File: src/rtl/schommel_regelaar.sv
// Baby-rocker controller: steps the rocking setting until stress drops, holds, then winds down.
// Optional SCHOMMEL_ALARM_EN macro adds a fail counter and the latched ALARM state.
module schommel_regelaar #(
  parameter int unsigned WARM_TICKS  = 4,
  parameter int unsigned CALM_TICKS  = 8,
  parameter int unsigned MAX_FAIL    = 12,
  parameter int unsigned STAND_START = 3
) (
  input  logic       clk,
  input  logic       reset,
  input  logic       tick,
  input  logic       start,
  input  logic       stop,
  input  logic       gedaald,
  input  logic       gelijk,
  output logic [2:0] stand,
  output logic       actief,
  output logic       alarm,
  output logic       klaar
);

  typedef enum logic [2:0] {StIdle, StWarmup, StEval, StHold, StAlarm} state_e;

  localparam int unsigned WarmW = $clog2(WARM_TICKS + 1);
  localparam int unsigned CalmW = $clog2(CALM_TICKS + 1);
  localparam logic [WarmW-1:0] WarmMax = WarmW'(WARM_TICKS);
  localparam logic [CalmW-1:0] CalmMax = CalmW'(CALM_TICKS);
  localparam logic [2:0]       StandStart = 3'(STAND_START);

  state_e           state_q, state_d;
  logic [2:0]       stand_q, stand_d;
  logic             dir_up_q, dir_up_d;
  logic [WarmW-1:0] warm_q, warm_d, warm_inc;
  logic [CalmW-1:0] calm_q, calm_d, calm_inc;
  logic             actief_q, actief_d;
  logic             klaar_q, klaar_d;
  logic [3:0]       stepped;

`ifdef SCHOMMEL_ALARM_EN
  localparam int unsigned FailW = $clog2(MAX_FAIL + 1);
  localparam logic [FailW-1:0] FailMax = FailW'(MAX_FAIL);
  logic [FailW-1:0] fail_q, fail_d, fail_inc;
  logic             alarm_q, alarm_d;
  assign fail_inc = (fail_q == FailMax) ? fail_q : fail_q + 1'b1;
`endif

  assign warm_inc = (warm_q == WarmMax) ? warm_q : warm_q + 1'b1;
  assign calm_inc = (calm_q == CalmMax) ? calm_q : calm_q + 1'b1;

  // {dir_up, stand} after one step; bouncing off either end of 0..7.
  function automatic logic [3:0] step(input logic [2:0] s, input logic up);
    if (up) return (s == 3'd7) ? {1'b0, 3'd6} : {1'b1, s + 3'd1};
    else    return (s == 3'd0) ? {1'b1, 3'd1} : {1'b0, s - 3'd1};
  endfunction

  assign stepped = step(stand_q, gelijk ? dir_up_q : ~dir_up_q);

  always_comb begin
    state_d  = state_q;
    stand_d  = stand_q;
    dir_up_d = dir_up_q;
    warm_d   = warm_q;
    calm_d   = calm_q;
    klaar_d  = 1'b0;
`ifdef SCHOMMEL_ALARM_EN
    fail_d   = fail_q;
`endif
    if (stop) begin
      state_d  = StIdle;
      stand_d  = 3'd0;
      dir_up_d = 1'b1;
      warm_d   = '0;
      calm_d   = '0;
`ifdef SCHOMMEL_ALARM_EN
      fail_d   = '0;
`endif
    end else if (start && (state_q == StIdle || state_q == StAlarm)) begin
      state_d  = StWarmup;
      stand_d  = StandStart;
      dir_up_d = 1'b1;
      warm_d   = '0;
      calm_d   = '0;
`ifdef SCHOMMEL_ALARM_EN
      fail_d   = '0;
`endif
    end else if (tick) begin
      case (state_q)
        StWarmup: begin
          if (warm_inc == WarmMax) begin
            state_d = StEval;
            warm_d  = '0;
          end else begin
            warm_d = warm_inc;
          end
        end
        StEval: begin
          if (gedaald) begin
`ifdef SCHOMMEL_ALARM_EN
            fail_d = '0;
`endif
            if (calm_inc == CalmMax) begin
              state_d = StHold;
              calm_d  = '0;
            end else begin
              calm_d = calm_inc;
            end
          end else begin
            {dir_up_d, stand_d} = stepped;
            calm_d = '0;
`ifdef SCHOMMEL_ALARM_EN
            fail_d = fail_inc;
            if (fail_inc == FailMax) begin
              state_d = StAlarm;
              stand_d = 3'd0;
            end
`endif
          end
        end
        StHold: begin
          if (gedaald || gelijk) begin
            if (stand_q != 3'd0) begin
              stand_d = stand_q - 3'd1;
            end else begin
              state_d  = StIdle;
              klaar_d  = 1'b1;
              dir_up_d = 1'b1;
            end
          end else begin
            stand_d = (stand_q == 3'd7) ? 3'd7 : stand_q + 3'd1;
            state_d = StEval;
            calm_d  = '0;
`ifdef SCHOMMEL_ALARM_EN
            fail_d  = '0;
`endif
          end
        end
        default: ;
      endcase
    end
    actief_d = (state_d == StWarmup) || (state_d == StEval) || (state_d == StHold);
`ifdef SCHOMMEL_ALARM_EN
    alarm_d  = (state_d == StAlarm);
`endif
  end

  always_ff @(posedge clk or negedge reset) begin
    if (!reset) begin
      state_q  <= StIdle;
      stand_q  <= 3'd0;
      dir_up_q <= 1'b1;
      warm_q   <= '0;
      calm_q   <= '0;
      actief_q <= 1'b0;
      klaar_q  <= 1'b0;
`ifdef SCHOMMEL_ALARM_EN
      fail_q   <= '0;
      alarm_q  <= 1'b0;
`endif
    end else begin
      state_q  <= state_d;
      stand_q  <= stand_d;
      dir_up_q <= dir_up_d;
      warm_q   <= warm_d;
      calm_q   <= calm_d;
      actief_q <= actief_d;
      klaar_q  <= klaar_d;
`ifdef SCHOMMEL_ALARM_EN
      fail_q   <= fail_d;
      alarm_q  <= alarm_d;
`endif
    end
  end

  assign stand  = stand_q;
  assign actief = actief_q;
  assign klaar  = klaar_q;
`ifdef SCHOMMEL_ALARM_EN
  assign alarm  = alarm_q;
`else
  assign alarm  = 1'b0;
`endif

endmodule

File: config.mk
export PLATFORM = sky130hd
export DESIGN_NAME = schommel_regelaar
export DESIGN_NICKNAME = d
export VERILOG_FILES = /design/src/rtl/schommel_regelaar.sv
export SDC_FILE = /design/constraint.sdc
export NUM_CORES = 1
export LEC_CHECK = 0
export BUFFER_PORTS_ARGS = -buffer_cell sky130_fd_sc_hd__buf_2
export CAP_MARGIN = 25
export CORE_UTILIZATION = 52
export CTS_CLUSTER_SIZE = 14
export DETAILED_ROUTE_END_ITERATION = 12
export HOLD_SLACK_MARGIN = 0.02
export PLACE_DENSITY = 0.74
export SKIP_CTS_REPAIR_TIMING = 1
export SYNTH_ARGS = -nofsm -noshare
export SYNTH_HDL_FRONTEND = slang
export SYNTH_SLANG_ARGS = --single-unit
File: constraint.sdc
create_clock -name clk -period 1.9 [get_ports clk]
set_input_delay 0.475 -clock clk [delete_from_list [all_inputs] [get_ports clk]]
set_output_delay 0.475 -clock clk [all_outputs]
set_load 0.01 [all_outputs]
==> run_results.csv <==
group,metric,value,unit
yosys,syn_area_per_cell,8.98,sq um
critical_path,endpoint_kind,"flop",
cts,clock_latency,0.30,ns
route,drt_iter0_drc,26,
critical_path,path_cells,"inv_2 > ha_4 > or3b_4 > o41ai_4 > nor4_1 > o41a_1 > a2bb2oi_2",
cells_and_area,fin_area,0.00157,sq mm
timing,hold_ws,0.0685,ns
critical_path,slowest_stage,"o41a_1",
timing,slew_viol_final,0,
yosys,synth-seq-area-share,31.0,%
critical_path,cp_max_fo,3,
placement,place_area,0.00144,sq mm
hold_path,hold_path_class,"input pin to asynchronous set/reset pin",
route,drc,0,
critical_path,crit_family,"compound AO/OA/AOI/OAI gates",
cts,cts-root-buf,"clkbuf_4",
timing,finalClockSkew,0.00165,ns
yosys,ys_warn_count,0,
yosys,yosys-top-cells-area,"dfrtp_1 29%, ha_1 6.8%, o21ai_0 3.5%",
global_routing,overflow,0,
cts,cts.sinks,16,
cells_and_area,area_growth,21.3,%
critical_path,crit_buf_inv,1,
placement,io_buffers,11,
yosys,ys_types,60,
power,leakagePower,0.667,nW
cells_and_area,layout-drive-gt1-share,34.3,%
cells_and_area,final_util,68.9,%
route,drt-total-wl,3000,um
cts,path_clk_slew,0.10,ns
yosys,synth_top_area_share,29.0,%
timing,fin_crit_sh,99.7,%
floorplanning,ios,13,
power,ir_worst_vdd,460,uV
timing,fin_tns_setup,0,ns
critical_path,path_class,"flop to flop",
critical_path,worstReg2RegStart,"warm_q[0]",
floorplanning,chipWidth,51.9,um
power,power.density,554,mW/mm^2
yosys,synth_largest_area_cell,"dfrtp_1",
route,vias_per_cell,6.13,
timing,period_needed,1.89,ns
critical_path,arrival,2.07,ns
cells_and_area,antenna_cells,0,
placement,pre_cts_ws,-0.0248,ns
yosys,synthesis.area,0.00129,sq mm
critical_path,critPathMaxStageDelay,0.45,ns
timing,setup_viol,0,
timing,clock.fmax,528,MHz
global_routing,groute.usage.overall,25.3,%
cts,cts_tree,"yes",
critical_path,cp-start-kind,"flop",
cts,htree_num_levels,1,
critical_path,worst_ep_required_time,2.08,ns
yosys,synth_ff_type,"dfrtp_1",
global_routing,antenna_found_initial,0,
global_routing,grt_max_degree,17,
floorplanning,core_area,0.00228,sq mm
placement,routabilityCongestion,0.836,
yosys,synth_nets,158,
route,drt-pass1-iter-count,4,
placement,dp.final_hpwl,2170,um
cells_and_area,fin_nets,184,
floorplanning,num_rows,17,
route,post_drt_wl_per_cell,15.2,um
yosys,async_flop_share,100,%
power,p_total,0.868,mW
outcome,status,"finished clean",
job,maxCapViolCount,0,
floorplanning,die_h,51.9,um
critical_path,timing.rr.end,"actief",
timing,rsz0062_at_grt,"yes",
cts,clk_path_buf_depth,2,
route,vias,1208,
global_routing,grt_pass1_vias,1135,
cells_and_area,instances_no_fill,197,
global_routing,grt_pass1_wl,4980,um
route,detail-route-antenna-nets,0,
yosys,syn_inst,144,
floorplanning,dieArea,0.00269,sq mm
timing,hold_viol,0,
floorplanning,initial_core_util,56.8,%
cts,cts_made_buffers,3,
placement,dp.cells,190,
yosys,ys_ff_latch,16,
critical_path,r2r_slack,0.007,ns
yosys,synth_edf_count,0,
critical_path,r2r.worst_path.cells,7,
timing,setup_slack,0.00665,ns
==> worst register-to-register path: cells and delay by family, from the launching register on <==
kind / cells / cell delay [ns]
AOI/OAI and AO/OA: 3 / 0.65
and+or+nand+nor: 2 / 0.49
DFF: 1 / 0.42
adders and majority gates: 1 / 0.13
buffers and inverters: 1 / 0.09
==> logic make-up after synthesis <==
logic type               Yosys count  synth area share, %
AO/OA/AOI/OAI                     43                 25.4
XOR/XNOR                           4                 2.71
adder cells (fa/ha/maj)            7                 6.77
buffers and inverters             17                 6.09
flip-flops                        16                 31.0
multiplexers                       1                0.870
other                              1                0.290
AND/OR/NAND/NOR                   55                 26.8
==> registers in the layout, indices dropped and copies added, names as in the netlist <==
signal	cells
actief	1
calm_q	4
dir_up_q	1
klaar	1
stand	3
state_q	3
warm_q	3
==> cell usage after synthesis, types with 2 or more instances <==
cell type / count
dfrtp_1: 15
inv_1: 12
nand2_1: 11
o21ai_0: 9
nor2_1: 8
ha_1: 7
a21oi_1: 6
o21ai_1: 5
nand3_1: 4
nor3_1: 4
nand2b_1: 3
nor2b_1: 3
xnor2_1: 3
and3_1: 2
buf_4: 2
clkbuf_1: 2
nand2b_2: 2
nor3b_2: 2
o22ai_1: 2
o31ai_1: 2
==> worst max path at each step <==
stage	startpoint	end	slack (ns)	cells after the start
finish	warm_q[0]	actief	0.007	7
detailed placement	warm_q[0]	actief	-0.02	6
global placement	warm_q[0]	actief	0.02	6
floorplan	warm_q[0]	actief	0.02	7
CTS	calm_q[0]	actief	-0.04	7
global route	calm_q[0]	actief	-0.07	6
==> layout make-up <==
cell class	instances	area, sq um
flip-flops and latches	16	402
repair buffers	26	171
clock buffers	4	36.3
multi-input cells	111	880
well taps	28	35.0
inverters	12	45.0
fillers	178	707
==> layer usage <==
layer  global-route usage (%)  share of wire, %  wire length, um
met5                        0                 0                0
met1                     33.1                44             1300
met3                     4.09               4.4              131
met4                     9.01               2.5               76
met2                     41.7                50             1480
==> placed cells by master, fill, tap and decap left out, drive strengths merged, types with 2 or more instances in the layout <==
cell type   n
a31oi       2
or2         2
nor3        4
buf        26
a21oi       7
and3        3
nand2      11
or3         2
nor2b       3
o21ai      14
a211oi      2
dfrtp      15
nand3b      2
o31ai       2
and4bb      2
o22ai       2
nand2b      5
ha          7
clkbuf      4
inv        12
xnor2       3
nor2        8
nand3       4
nor3b       3
o41ai       2
==> report_power, final <==
part / switching, mW / total (mW) / internal, mW
clock: 0.120 / 0.237 / 0.117
combinational: 0.141 / 0.263 / 0.122
sequential: 0.0122 / 0.369 / 0.357
total: 0.273 / 0.868 / 0.595
Note: power is estimated with default switching activity, not from simulation.
